`config.mk`:
```
export PLATFORM = sky130hd
export DESIGN_NAME = ibex_dummy_reseed_ctrl
export DESIGN_NICKNAME = d
export VERILOG_FILES = /design/src/rtl/ibex_dummy_reseed_ctrl.sv
export SDC_FILE = /design/constraint.sdc
export NUM_CORES = 1
export LEC_CHECK = 0
export ABC_AREA = 1
export CAP_MARGIN = 5
export CORE_UTILIZATION = 48
export CTS_CLUSTER_DIAMETER = 80
export DETAILED_ROUTE_END_ITERATION = 10
export PLACE_DENSITY_LB_ADDON = 0.25
export SLEW_MARGIN = 0
export SYNTH_ARGS = -nofsm -noshare
export SYNTH_HDL_FRONTEND = slang
export SYNTH_SLANG_ARGS = --single-unit
```
`constraint.sdc`:
```
create_clock -name clk_i -period 5.78 [get_ports clk_i]
set_input_delay 0.867 -clock clk_i [delete_from_list [all_inputs] [get_ports clk_i]]
set_output_delay 0.867 -clock clk_i [all_outputs]
set_load 0.05 [all_outputs]
```
`src/rtl/ibex_dummy_reseed_ctrl.sv`:
```
// ibex_dummy_reseed_ctrl
//
// Purpose: decides when the dummy-instruction LFSR gets a new seed. It counts
// accepted dummy instructions and, once a programmable interval is reached,
// requests a fresh entropy word. It forwards that word (or a CSR-written seed)
// to the LFSR as a registered one-cycle seed strobe.
//
// Ports:
//   clk_i              sole clock, rising edge
//   rst_i              synchronous active-high reset
//   dummy_instr_en_i   dummy instruction insertion enabled
//   dummy_insert_i     one pulse per accepted dummy instruction
//   reseed_interval_i  accepted dummies between automatic reseeds (0 = off)
//   csr_seed_en_i      CSR seed write strobe
//   csr_seed_i         CSR seed value
//   entropy_req_o      entropy request, held while waiting
//   entropy_ack_i      single-cycle ack, entropy_i valid in the same cycle
//   entropy_i          fresh entropy word
//   seed_en_o          one-cycle LFSR seed strobe
//   seed_o             seed value, holds the last seed between strobes
//   reseed_busy_o      high while an entropy request is outstanding
//   entropy_timeout_o  one-cycle pulse when the entropy wait gives up
module ibex_dummy_reseed_ctrl #(
  parameter int unsigned CntW          = 16,
  parameter int unsigned TimeoutCycles = 255
) (
  input  logic            clk_i,
  input  logic            rst_i,
  input  logic            dummy_instr_en_i,
  input  logic            dummy_insert_i,
  input  logic [CntW-1:0] reseed_interval_i,
  input  logic            csr_seed_en_i,
  input  logic [31:0]     csr_seed_i,
  output logic            entropy_req_o,
  input  logic            entropy_ack_i,
  input  logic [31:0]     entropy_i,
  output logic            seed_en_o,
  output logic [31:0]     seed_o,
  output logic            reseed_busy_o,
  output logic            entropy_timeout_o
);

  // Wide enough to hold TimeoutCycles-1 for any TimeoutCycles >= 1.
  localparam int unsigned WaitW = $clog2(TimeoutCycles + 1);
  localparam logic [WaitW-1:0] WaitLast = WaitW'(TimeoutCycles - 1);

  typedef enum logic [1:0] {
    StIdle = 2'd0,
    StReq  = 2'd1,
    StHold = 2'd2
  } state_e;

  state_e            state_q, state_d;
  logic [CntW-1:0]   cnt_q, cnt_d;
  logic [WaitW-1:0]  wait_q, wait_d;
  logic              seed_en_q, seed_en_d;
  logic [31:0]       seed_q, seed_d;
  logic              timeout_q, timeout_d;

  // One extra bit so the increment and compare can never wrap.
  logic [CntW:0]     cnt_inc;
  logic              auto_on;

  assign cnt_inc = {1'b0, cnt_q} + {{CntW{1'b0}}, 1'b1};
  assign auto_on = dummy_instr_en_i && (reseed_interval_i != '0);

  always_comb begin
    state_d   = state_q;
    cnt_d     = cnt_q;
    wait_d    = wait_q;
    seed_en_d = 1'b0;
    seed_d    = seed_q;
    timeout_d = 1'b0;

    unique case (state_q)
      StIdle: begin
        wait_d = '0;
        if (auto_on && dummy_insert_i) begin
          // >= so that lowering the interval below the current count
          // triggers on the very next insert.
          if (cnt_inc >= {1'b0, reseed_interval_i}) begin
            state_d = StReq;
            cnt_d   = '0;
          end else begin
            cnt_d = cnt_inc[CntW-1:0];
          end
        end
      end
      StReq: begin
        if (entropy_ack_i) begin
          seed_en_d = 1'b1;
          seed_d    = entropy_i;
          state_d   = StHold;
          wait_d    = '0;
        end else if (!dummy_instr_en_i) begin
          state_d = StIdle;
          wait_d  = '0;
        end else if (wait_q == WaitLast) begin
          timeout_d = 1'b1;
          state_d   = StIdle;
          wait_d    = '0;
        end else begin
          wait_d = wait_q + 1'b1;
        end
      end
      StHold: begin
        // Guarantees the request line is low for at least one cycle.
        state_d = StIdle;
      end
      default: begin
        state_d = StIdle;
      end
    endcase

    // A CSR seed write overrides everything: it wins over a same-cycle ack,
    // aborts an outstanding request and restarts the interval count.
    if (csr_seed_en_i) begin
      seed_en_d = 1'b1;
      seed_d    = csr_seed_i;
      cnt_d     = '0;
      wait_d    = '0;
      timeout_d = 1'b0;
      state_d   = (state_q == StReq) ? StHold : StIdle;
    end
  end

  always_ff @(posedge clk_i) begin
    if (rst_i) begin
      state_q   <= StIdle;
      cnt_q     <= '0;
      wait_q    <= '0;
      seed_en_q <= 1'b0;
      seed_q    <= '0;
      timeout_q <= 1'b0;
    end else begin
      state_q   <= state_d;
      cnt_q     <= cnt_d;
      wait_q    <= wait_d;
      seed_en_q <= seed_en_d;
      seed_q    <= seed_d;
      timeout_q <= timeout_d;
    end
  end

  assign entropy_req_o     = (state_q == StReq);
  assign reseed_busy_o     = (state_q == StReq);
  assign seed_en_o         = seed_en_q;
  assign seed_o            = seed_q;
  assign entropy_timeout_o = timeout_q;

endmodule
```
==> results.py, run 1 <==
metrics = {
    "outcome": {
        "outcome": "finished, violations left",
        "violations": "DRC",
    },
    "drt": {
        "wl_um": 8370,
        "first_pass_iters": 8,
        "wl_per_cell_um": 12.4,
        "drt-initial-drc-count": 128,
        "vias": 3409,
        "via_per_inst": 5.07,
        "ant_nets": 0,
        "route.detailed.drc": 4,
    },
    "timing": {
        "finalCriticalPeriod_ps": 2880,
        "rsz0062_at_grt": "false",
        "final.period_utilization_pct": 49.9,
        "setup_violations": 0,
        "slew_headroom_pct": 40.3,
        "tightest_slew_ps": 895,
        "maxClockFrequency_ghz": 0.347,
        "fin_worst_skew_ps": 5.87,
        "tns_ps": 0,
        "drv_slew": 0,
        "finalHoldViolCount": 0,
        "hold_slack_ps": 480,
    },
    "synthesis": {
        "synth_top_area_share_pct": 36.5,
        "ys_seq_elements": 60,
        "ys.flop_type": "dfxtp_1",
        "synthCells": 480,
        "yosysTopAreaCell": "dfxtp_1",
        "synthArstFlopShare_pct": 0,
        "avgSynthCellArea_um2": 6.86,
        "seq_area_frac_synth_pct": 36.5,
        "netlist_area_um2": 3290,
        "yosysUniqueCellTypes": 32,
        "yosys_warnings": 0,
        "synth_nets": 585,
        "synth_edf_count": 0,
        "synth_area_leaders": "dfxtp_1 36%, nand2_1 13%, nor2_1 8.7%",
    },
    "die": {
        "pin_count": 122,
        "row_count": 29,
        "die_h_um": 84.8,
        "die_area_um2": 7190,
        "fp.dieW_um": 84.8,
        "core_area_um2": 6490,
        "floorplan.initialDensity_pct": 50.7,
    },
    "placement": {
        "port_buffers": 121,
        "dp_cells": 659,
        "dp_hpwl_um": 6480,
        "place_congestion": 0.893,
    },
    "setup_path": {
        "rrSetupSlack_ps": 2900,
        "arrival_ps": 3120,
        "crit_chain": "ha_1, nand3_2, inv_1, nand3_1, nor2_1, xnor2_1, inv_1, ha_1, nand2_1, nand2_1, a21oi_1, o21ai_0, nor2_1, nand2_2, nor2_4, nand2_1, a21oi_1",
        "max_stage_delay_ps": 390,
        "crit_path_start_kind": "flop",
        "path_class": "reg -> reg",
        "worstSetupEndpointType": "flop",
        "cp_top_family": "simple AND/OR/NAND/NOR gates",
        "critical_path_buf_inv_count": 2,
        "cpMostUsedCell": "nand2_1",
        "critPathMaxFanout": 16,
        "slowest_stage": "dfxtp_1",
        "cp.required_ps": 6020,
    },
    "grt": {
        "grt_max_degree": 56,
        "overflow": 0,
        "grt_pass1_vias": 3285,
        "grt_use_total_pct": 24.3,
        "antenna_found_initial": 0,
        "grt_pass1_wl_um": 14000,
    },
    "power": {
        "leakage_uw": 0.00196,
        "powerDensity_nw_per_um2": 203,
        "peakVddDrop_mv": 0.162,
    },
    "final_layout": {
        "area_delta_synth_final_pct": 41.8,
        "post-route-util_pct": 71.9,
        "antenna_cells": 0,
        "num-fill-cells": 530,
        "nets": 698,
        "drive_above_1_share_pct": 4.36,
        "layoutNonFillerInstCount": 673,
    },
    "clock_network": {
        "clk_pin_slew_ps": 60,
        "cts_resized": 0,
        "htreeDepth": 3,
        "cts_setup_buffers": 0,
        "cts_buffers": 9,
        "root_buffer": "clkbuf_8",
        "clk_latency_ps": 320,
        "cts_buffer_depth": 2,
        "cts_hold_buf": 0,
        "cts_tree": "done",
        "cts_sinks": 60,
    },
    "run": {
        "cap_violations": 0,
    },
    "hold_path": {
        "min_path_type": "reg -> reg",
    },
}
[power by group]
part | internal (uW) | total [uW] | switching [uW]
Sequential | 429 | 437 | 7.90
Clock | 160 | 306 | 146
Combinational | 93.8 | 204 | 110
Total | 683 | 947 | 264
[path summary, 6_finish.rpt]
kind                                 start          to  cells past startpoint
worst max-delay path              cnt_q[0]    cnt_q[3]                     17
worst max register to register    cnt_q[0]    cnt_q[3]                     17
worst min-delay path            seed_o[28]  seed_o[28]                      2
worst min register to register  seed_o[28]  seed_o[28]                      2
[synthesized netlist by cell type (2+ instances only)]
cell type / count
clkbuf_1: 12
xor2_1: 10
nand2_2: 4
o21ai_0: 5
nor3_1: 2
inv_1: 56
nand2_1: 113
xnor2_1: 5
ha_1: 19
a21oi_1: 47
dfxtp_1: 60
nand4_1: 6
a211oi_1: 19
nand3_1: 11
buf_1: 2
buf_2: 4
nor2_2: 2
a31oi_1: 14
nor2_1: 76
[logic make-up (layout without fill, tap and decap cells)]
group,count (synthesis),after routing,synth area share [%]
and+or+nand+nor,220,220,27.3
AOI/OAI and AO/OA,88,88,15.7
buffers and inverters,78,194,9.39
DFF,60,60,36.5
adders and majority gates,19,19,7.22
xor gates and xnor gates,15,15,3.99
[flip-flops by register name (all words and copies together) (netlist names)]
register / cells
cnt_q: 16
entropy_timeout_o: 1
seed_en_o: 1
seed_o: 32
state_q: 2
wait_q: 8
[stage by stage]
step | instance area (um2) | power, uW | setup WS [ps]
6_report | 4670 | 947 | 2900
5_1_grt | 4670 | 989 | 2560
4_1_cts | 4670 | 954 | 2890
3_5_place_dp | 4510 | 650 | 2870
3_3_place_gp | 4510 | 647 | 2980
2_1_floorplan | 3290 | 552 | 3400
[per-layer routing]
metal  share of wire, %  wire length, um  GRT usage, %  vias up
li1                   -                -             -     1774
met1                 42             3540          26.7     1511
met2                 48             3990          42.5      116
met3                8.6              723          8.85        8
met4                1.3              111          9.86        0
met5                  0                0             0        -
[worst min-delay path: cells and delay by family, from the launching register on]
| kind | cells | cell delay [ps] |
|---|---|---|
| DFF | 1 | 310 |
| and+or+nand+nor | 1 | 60 |
| AOI/OAI and AO/OA | 1 | 60 |
[cell type report]
class | count | area (um2) | share of cell area, %
Inverter | 58 | 218 | 4.66
Clock inverter | 3 | 15.0 | 0.322
Timing Repair Buffer | 122 | 1210 | 26.0
Tap cell | 77 | 96.3 | 2.06
Clock buffer | 11 | 141 | 3.03
Sequential cell | 60 | 1200 | 25.7
Multi-Input combinational cell | 342 | 1780 | 38.2
[layout by cell type (no fill, tap or decap), drive strengths merged, types with 2 or more instances in the layout]
cell type / netlist / layout
a211oi: 19 / 19
a21oi: 48 / 48
a31oi: 14 / 14
buf: 8 / 2
clkbuf: 12 / 11
clkdlybuf4s50: 0 / 120
clkinv: 1 / 4
dfxtp: 60 / 60
ha: 19 / 19
inv: 57 / 57
nand2: 117 / 117
nand3: 12 / 12
nand4: 6 / 6
nor2: 79 / 79
nor3: 2 / 2
o21ai: 5 / 5
xnor2: 5 / 5
xor2: 10 / 10
(Power assumes the default switching activity.)
==> run 2, diff against run 1 <==
--- a/config.mk
+++ b/config.mk
@@ -7,7 +7,7 @@
 export LEC_CHECK = 0
 export ABC_AREA = 1
 export CAP_MARGIN = 5
-export CORE_UTILIZATION = 48
+export CORE_UTILIZATION = 45
 export CTS_CLUSTER_DIAMETER = 80
 export DETAILED_ROUTE_END_ITERATION = 10
 export PLACE_DENSITY_LB_ADDON = 0.25
==> constraint.sdc (replaced) <==
create_clock -name clk_i -period 2.93 [get_ports clk_i]
set_input_delay 0.4395 -clock clk_i [delete_from_list [all_inputs] [get_ports clk_i]]
set_output_delay 0.4395 -clock clk_i [all_outputs]
set_load 0.05 [all_outputs]
==> run 2 against run 1 <==
Against the previous run:
- the run now ends clean
- sequential power up 97%
- register-to-register slack got worse by 2700 ps
- utilization shrank 2.7 points
- via count up 1.7%
- cell count grew 3.6%
- hold slack got worse by 2.4 ps
- clock power increased to 2.7 times the previous value
- first-iteration DRC count rose by 4.7%
- critical path depth grew 1
- critical endpoint is now cnt_q[7]
- largest power group unchanged
==> results.py, run 2 (synthesis gave the netlist of run 1 again) <==
metrics = {
    "outcome": {
        "outcome": "complete, no violations",
    },
    "drt": {
        "route.detailed.drc": 0,
        "ant_nets": 0,
        "vias": 3466,
        "wl_per_cell_um": 12.5,
        "via_per_inst": 4.97,
        "wl_um": 8690,
        "first_pass_iters": 4,
        "drt-initial-drc-count": 134,
    },
    "clock_network": {
        "htreeDepth": 3,
        "cts_tree": "done",
        "cts_buffers": 9,
        "root_buffer": "clkbuf_8",
        "cts_buffer_depth": 2,
        "cts_sinks": 60,
        "clk_pin_slew_ps": 70,
        "clk_latency_ps": 340,
        "cts_hold_buf": 0,
    },
    "placement": {
        "place_congestion": 0.862,
        "port_buffers": 121,
        "placed_area_um2": 4550,
        "dp_cells": 680,
        "dp_hpwl_um": 6700,
    },
    "final_layout": {
        "layout_commonest_cell": "clkdlybuf4s50_1",
        "layoutNonFillerInstCount": 697,
        "drive_above_1_share_pct": 6.16,
        "largest_register_ffs": 32,
        "mostFrequentLayoutCells": "120 x clkdlybuf4s50_1, 113 x nand2_1, 75 x nor2_1",
        "fin_area_um2": 4800,
        "area_delta_synth_final_pct": 45.9,
        "post-route-util_pct": 69.2,
        "antenna_cells": 0,
        "nets": 701,
    },
    "setup_path": {
        "path_class": "reg -> reg",
        "crit_path_start_kind": "flop",
        "cpMostUsedCell": "nand2_1",
        "ff2ff_path_depth": 18,
        "r2r-start": "cnt_q[4]",
        "rrSetupSlack_ps": 230,
        "cp.required_ps": 3190,
        "slowest_stage": "dfxtp_1",
        "worstSetupEndpointType": "flop",
        "critPathLaunch": "cnt_q[4]",
        "cp_top_family": "simple AND/OR/NAND/NOR gates",
        "crit_end": "cnt_q[7]",
        "arrival_ps": 2960,
        "path_depth": 18,
        "reg2reg_to": "cnt_q[7]",
        "critical_path_buf_inv_count": 2,
        "critPathMaxFanout": 15,
        "crit_chain": "nand2_1, nor2_1, nand2_1, nor2_1, nand3_1, xor2_1, inv_1, ha_1, nand2_1, nor2_1, nand2_1, o21ai_0, nor2_1, nand2_2, nor2_4, buf_12, nand2_1, a21oi_1",
        "max_stage_delay_ps": 410,
    },
    "power": {
        "peakVddDrop_mv": 0.321,
        "leakage_uw": 0.00200,
        "powerDensity_nw_per_um2": 436,
    },
    "timing": {
        "final.period_utilization_pct": 92.1,
        "finalCriticalPeriod_ps": 2700,
        "slew_headroom_pct": 45.8,
        "fin_worst_skew_ps": 7.11,
        "tightest_slew_ps": 811,
        "finalHoldViolCount": 0,
        "maxClockFrequency_ghz": 0.371,
        "drv_slew": 0,
        "tns_ps": 0,
        "setup_violations": 0,
    },
    "grt": {
        "grt_max_degree": 39,
        "grt_util_met3_pct": 7.45,
        "grt_pass1_wl_um": 14300,
        "grt_use_total_pct": 24.2,
        "top_usage_layer": "met2",
        "antenna_found_initial": 0,
        "grt_pass1_vias": 3224,
        "met2_usage_pct": 40.9,
        "grtUsageMet1_pct": 27.9,
        "overflow": 0,
    },
    "die": {
        "pin_count": 122,
        "floorplan.initialDensity_pct": 47.4,
        "die_h_um": 87.5,
        "die_area_um2": 7660,
        "fp.dieW_um": 87.5,
        "row_count": 30,
        "core_area_um2": 6940,
    },
    "hold_path": {
        "min_path_type": "reg -> reg",
    },
    "run": {
        "cap_violations": 0,
    },
}
-- run 2: repair_timing --
action | CTS | global route
gates resized for setup | 0 | 6
hold endpoints to repair | 0 | 0
setup endpoints to repair | 0 | 16
setup buffers | 0 | 1
-- run 2: routing by layer --
layer,vias to the layer above,wire [um]
li1,1784,-
met2,118,4220
met4,0,193
met3,15,732
met5,-,0
met1,1549,3550
-- run 2: where the power goes --
part	switching, uW	internal [uW]
Combinational	220	190
Sequential	15.2	846
Clock	326	498
Total	561	1530
-- run 2: worst min-delay path by stage --
stage / from / end / slack, ps / cells after the start
after global placement: seed_o[16] / seed_o[16] / 460 / 2
after floorplan: wait_q[7] / wait_q[7] / 460 / 2
after detailed placement: seed_o[20] / seed_o[20] / 470 / 2
final: seed_o[27] / seed_o[27] / 480 / 2
after global routing: seed_o[29] / seed_o[29] / 500 / 2
after CTS: seed_o[20] / seed_o[20] / 480 / 2
-- run 2: worst reg2reg max path, stage by stage, from the launching register on --
cell and delay, ps:
dfxtp_1 410, nand2_1 120, nor2_1 200, nand2_1 120, nor2_1 150, nand3_1 110, xor2_1 150, inv_1 90
ha_1 280, nand2_1 90, nor2_1 50, nand2_1 60, o21ai_0 80, nor2_1 110, nand2_2 90, nor2_4 150
buf_12 150, nand2_1 60, a21oi_1 140
-- run 2: layout make-up --
| type | count | area, um2 |
|---|---|---|
| Clock buffer | 11 | 141 |
| Multi-Input combinational cell | 342 | 1800 |
| Tap cell | 96 | 120 |
| Inverter | 58 | 218 |
| Clock inverter | 5 | 75.1 |
| Timing Repair Buffer | 125 | 1250 |
| Fill cell | 584 | 2140 |
| Sequential cell | 60 | 1200 |
-- run 2: per-stage QoR --
stage	worst slack, ps	hold slack (ps)	power (uW)
floorplan	549	463	1090
global placement	307	464	1280
detailed placement	198	470	1290
CTS	175	478	2110
global route	-20.5	497	2180
finish	231	478	2090
==> patch 1, RTL diff (settings of run 2) <==
Encoding of `state_e`: now one-hot (3 bits for 3 states).
--- a/src/rtl/ibex_dummy_reseed_ctrl.sv
+++ b/src/rtl/ibex_dummy_reseed_ctrl.sv
@@ -44,10 +44,10 @@
   localparam int unsigned WaitW = $clog2(TimeoutCycles + 1);
   localparam logic [WaitW-1:0] WaitLast = WaitW'(TimeoutCycles - 1);
 
-  typedef enum logic [1:0] {
-    StIdle = 2'd0,
-    StReq  = 2'd1,
-    StHold = 2'd2
+  typedef enum logic [2:0] {
+    StIdle = 3'b001,
+    StReq  = 3'b010,
+    StHold = 3'b100
   } state_e;
 
   state_e            state_q, state_d;
Function: no difference found for any inputs over 10 cycles, from zero or initial values and one cycle with rst_i high; not proved beyond that.
==> patch 1 against run 2 <==
  * Clock skew hardly changed
  * Routed wire length rose by 5.8%
  * Via count up 7.8%
  * Worst hold slack better by 0.0026 ns
  * Combinational power rose by 5.4%
  * Final area rose by 5.4%
  * Synthesized area increased by 9.4%
  * Worst setup slack improved by 0.020 ns
  * Sequential share of layout area down 0.90 points
  * Sequential cell count up 1
  * Total power shrank 4.7%
  * Critical endpoint is now cnt_q[1]
  * Highest routed layer unchanged
==> patch 1: results (changes against run 2) <==
The run finished with clean final reports. The sequential share of cell area works out to 0.241 (-0.00904). For the HPWL reported at the end of detailed placement, the log shows 7.08 mm (+5.7%). Post-synth design cell area: 0.00360 mm² (+9.4%). Fraction of met3 tracks used by global routing: 0.0662 (-0.00829). For the worst IR drop on VDD, the log shows 308 µV (-4.2%).

The detailed route wirelength on metal2 was 4.44 mm (+5.2%). The run gives 0.226 (-0.0155) as the global-route usage over all layers. The cell area after placement was 0.00487 mm² (+7.1%); the sequential-cell power consumption was 0.000881 W (+2%).

The count of non-filler cells in the finished layout was 758 (+8.8%); the met2 demand-to-capacity share in global routing was 0.394 (-0.0150). The final worst hold slack was 0.480 ns (+0.00257 ns); the post-place setup slack was 0.227 ns (+0.0292 ns). The tools report the layout multi-input combinational cell count as 386 (+13%). The arrival time at the worst endpoint was 2.94 ns (-0.02 ns); the synthesized netlist cell count was 534 (+11%). The wire length on met3 is 692 µm (-5.5%), and the area of all sequential standard cells is 0.00122 mm² (+1.6%). The tools report the reg-to-reg startpoint as cnt_q[0].

The inverter count of the layout excluding clock inverters works out to 65 (+12%). The fraction of area in clock buffers and inverters came out at 0.0361 (-0.00897). The number of instances in the placed design came out at 742 (+9.1%). The number of vias per cell is 4.93 (-0.83%), and the routability congestion estimate is 0.905 (+5.0%). Endpoint of the worst hold-timing path: seed_o[23]. The tools report the termination of the worst setup path as cnt_q[1].

The fraction of final layout cells sized beyond drive strength 1 came out at 0.0884 (+0.0269). For the worst-case setup margin in the final layout, the log shows 0.251 ns (+0.0197 ns). The logs give 0.339 (-0.0256) for the sequential area share after synthesis and 2.12 nW (+5.9%) for the standby leakage power. The run gives 15.3 mm (+7.0%) as the wire length of the first global-routing pass. The number of non-clock buffers in the layout is 128 (+2.4%), and the fraction of area in multi-input gates is 0.398 (+0.0237).

The number of clock sinks was 61 (+1.7%). In the synthesized netlist, the cells that appear most often are sky130_fd_sc_hd__nand2_1 (166), sky130_fd_sc_hd__inv_1 (64), sky130_fd_sc_hd__dfxtp_1 (61), sky130_fd_sc_hd__nor2_1 (52), sky130_fd_sc_hd__a31oi_1 (32). The cell-internal power was 0.00139 W (-9.2%).

The run gives 33 (+3.1%) as the unique cell type count in the Yosys netlist. For the portion of total power attributed to the clock network, the log shows 0.342 (-0.051). Sorting the synthesized cells by area gives the leading types as sky130_fd_sc_hd__dfxtp_1 (34%), sky130_fd_sc_hd__nand2_1 (17%), sky130_fd_sc_hd__inv_1 (6.7%). The tools report the number of fill cells in the layout as 669 (+15%).
-- patch 1: changes by cell type in the layout (fill, tap and decap cells not counted), moves of 11 or more --
cell                              run 2  this run
sky130_fd_sc_hd__a31oi_1             14        32
sky130_fd_sc_hd__a21oi_1             47        16
sky130_fd_sc_hd__nand2_2              4        15
sky130_fd_sc_hd__nor2_1              75        51
sky130_fd_sc_hd__nand2_1            113       166
sky130_fd_sc_hd__o21ai_0              5        22
sky130_fd_sc_hd__a211oi_1            19         1
-- patch 1: cells by family after synthesis --
| kind of cell | count (synthesis) | synth area share |
|---|---|---|
| compound gates | 88 | 0.149 |
| buf+inv | 87 | 0.102 |
| fa+ha+maj | 19 | 0.0660 |
| xor+xnor | 10 | 0.0243 |
| flops | 61 | 0.339 |
| simple gates | 269 | 0.319 |
==> patch 2, RTL diff (config.mk and constraints of run 2) <==
Without the edit above. The parameter `TimeoutCycles` goes from 255 to 510.
--- a/src/rtl/ibex_dummy_reseed_ctrl.sv
+++ b/src/rtl/ibex_dummy_reseed_ctrl.sv
@@ -22,7 +22,7 @@
 //   entropy_timeout_o  one-cycle pulse when the entropy wait gives up
 module ibex_dummy_reseed_ctrl #(
   parameter int unsigned CntW          = 16,
-  parameter int unsigned TimeoutCycles = 255
+  parameter int unsigned TimeoutCycles = 510
 ) (
   input  logic            clk_i,
   input  logic            rst_i,
Check against the original RTL: no difference found for any inputs over 10 cycles, from zero or initial values and one cycle with rst_i high; that may be too few to reach the edited logic, so the function may still have changed.
==> patch 2 against run 2 <==
  * Cell count rose by 6.5%
  * Routed wire length grew 6.9%
  * Sequential cell count increased by 1
  * Synthesized area rose by 8.0%
  * Worst setup slack gained 0.067 ns
  * Final area grew 6.1%
  * Total power shrank 1.0%
  * Global-route usage decreased by 1.3 points
  * Critical endpoint is now cnt_q[6]
  * Highest routed layer unchanged
==> patch 2: results (changes against run 2) <==
The fraction of final layout cells sized beyond drive strength 1 was 0.0844 (+0.0228). The number of vias per cell works out to 4.95 (-0.40%). The run finished with clean final reports. Wire length of the first global-routing pass: 15.3 mm (+6.9%).

The class of the worst hold path was input port to register. Yosys attributes the largest share of cell area to sky130_fd_sc_hd__dfxtp_1 (34%), sky130_fd_sc_hd__nand2_1 (11%), sky130_fd_sc_hd__nor2_1 (8.8%). The routability congestion estimate came out at 0.849 (-1.5%).

The cell area after placement came out at 0.00480 mm² (+5.6%). The fraction of met3 tracks used by global routing was 0.0783 (+0.00382). The run gives 2.15 nW (+7.5%) as the standby leakage power.

The tools report the reg-to-reg startpoint as cnt_q[0]. The worst hold path terminates at state_q[1]. The net count of the finished layout is 740 (+5.6%). The per-cell routed wire length was 12.5 µm (+0.38%). The final worst hold slack is 0.448 ns (-0.0296 ns), and the number of instances in the placed design is 718 (+5.6%). The tools report the net count after synthesis as 618 (+5.6%). Flop-to-flop setup slack: 0.30 ns (+0.07 ns). The via count was 3675 (+6.0%); the unique cell type count in the Yosys netlist was 35 (+9.4%).

For the post-place setup slack, the log shows 0.243 ns (+0.0447 ns). The HPWL reported at the end of detailed placement was 6.85 mm (+2.2%); the arrival time at the worst endpoint was 2.89 ns (-0.07 ns). Transition at the pin with the smallest max-transition slack: 0.680 ns (-0.130 ns).

The detailed route wirelength on metal2 is 4.44 mm (+5.4%), and the global-route usage over all layers is 0.228 (-0.0133). The largest fanout on the critical path was 8 (-7); the number of fill cells in the layout was 673 (+15%). The logs give 0.201 (+0.005) for the fraction of power consumed by combinational cells and 300 µV (-6.7%) for the worst IR drop on VDD. Post-route clock skew: 0.0109 ns (+0.00375 ns). The run gives 783 µm (+7.0%) as the wire length on met3.

The worst register-to-register path ends at cnt_q[6]. The cell count of the worst hold path is 3 (+1). Initial detailed-routing violation count: 220 (+64%). The critical hold path startpoint is csr_seed_en_i.

The met2 demand-to-capacity share in global routing was 0.394 (-0.0152). Cell-internal power: 0.00151 W (-1.4%). The tools report the via count of the first global-routing pass as 3478 (+7.9%).
patch 2: how the worst max path moves through the flow:
stage	endpoint	slack, ns	startpoint
global route	cnt_q[11]	-0.006	cnt_q[0]
finish	cnt_q[6]	0.30	cnt_q[0]
CTS	state_q[0]	0.19	cnt_q[0]
detailed placement	state_q[0]	0.24	cnt_q[0]
floorplan	cnt_q[13]	0.62	cnt_q[0]
global placement	state_q[0]	0.35	cnt_q[0]
patch 2: timing repair:
action / 4_1_cts / 5_1_grt
gates resized for setup: 0 / 3
setup endpoints to repair: 0 / 17
setup buffers: 0 / 8
patch 2: logic make-up after synthesis:
logic type               Yosys count  share of synthesized area
AND/OR/NAND/NOR                  235                      0.277
buffers and inverters             93                      0.108
AO/OA/AOI/OAI                     91                      0.170
flip-flops                        61                      0.344
adder cells (fa/ha/maj)           19                     0.0669
XOR/XNOR                          14                     0.0345
patch 2: through the flow:
step                       util  setup TNS, ns  power (W)
final                     0.663              0    0.00207
after global routing      0.663       -0.00649    0.00216
after CTS                 0.652              0    0.00209
after detailed placement  0.625              0    0.00131
after global placement    0.625              0    0.00130
after floorplan               -              0    0.00112
patch 2: worst max-delay path: cells and delay by family (launching register included):
| kind | cells | cell delay (ns) |
|---|---|---|
| simple gates | 8 | 0.96 |
| fa+ha+maj | 2 | 0.51 |
| flops | 1 | 0.38 |
| compound gates | 2 | 0.35 |
| buf+inv | 2 | 0.23 |
| xor+xnor | 1 | 0.13 |
patch 2: layout make-up:
class	count	area, µm²	area share
Timing Repair Buffer	133	1310	0.257
Clock buffer	13	169	0.0332
Inverter	71	267	0.0523
Sequential cell	61	1220	0.240
Clock inverter	3	42.5	0.00835
Tap cell	102	128	0.0250
Multi-Input combinational cell	359	1960	0.385
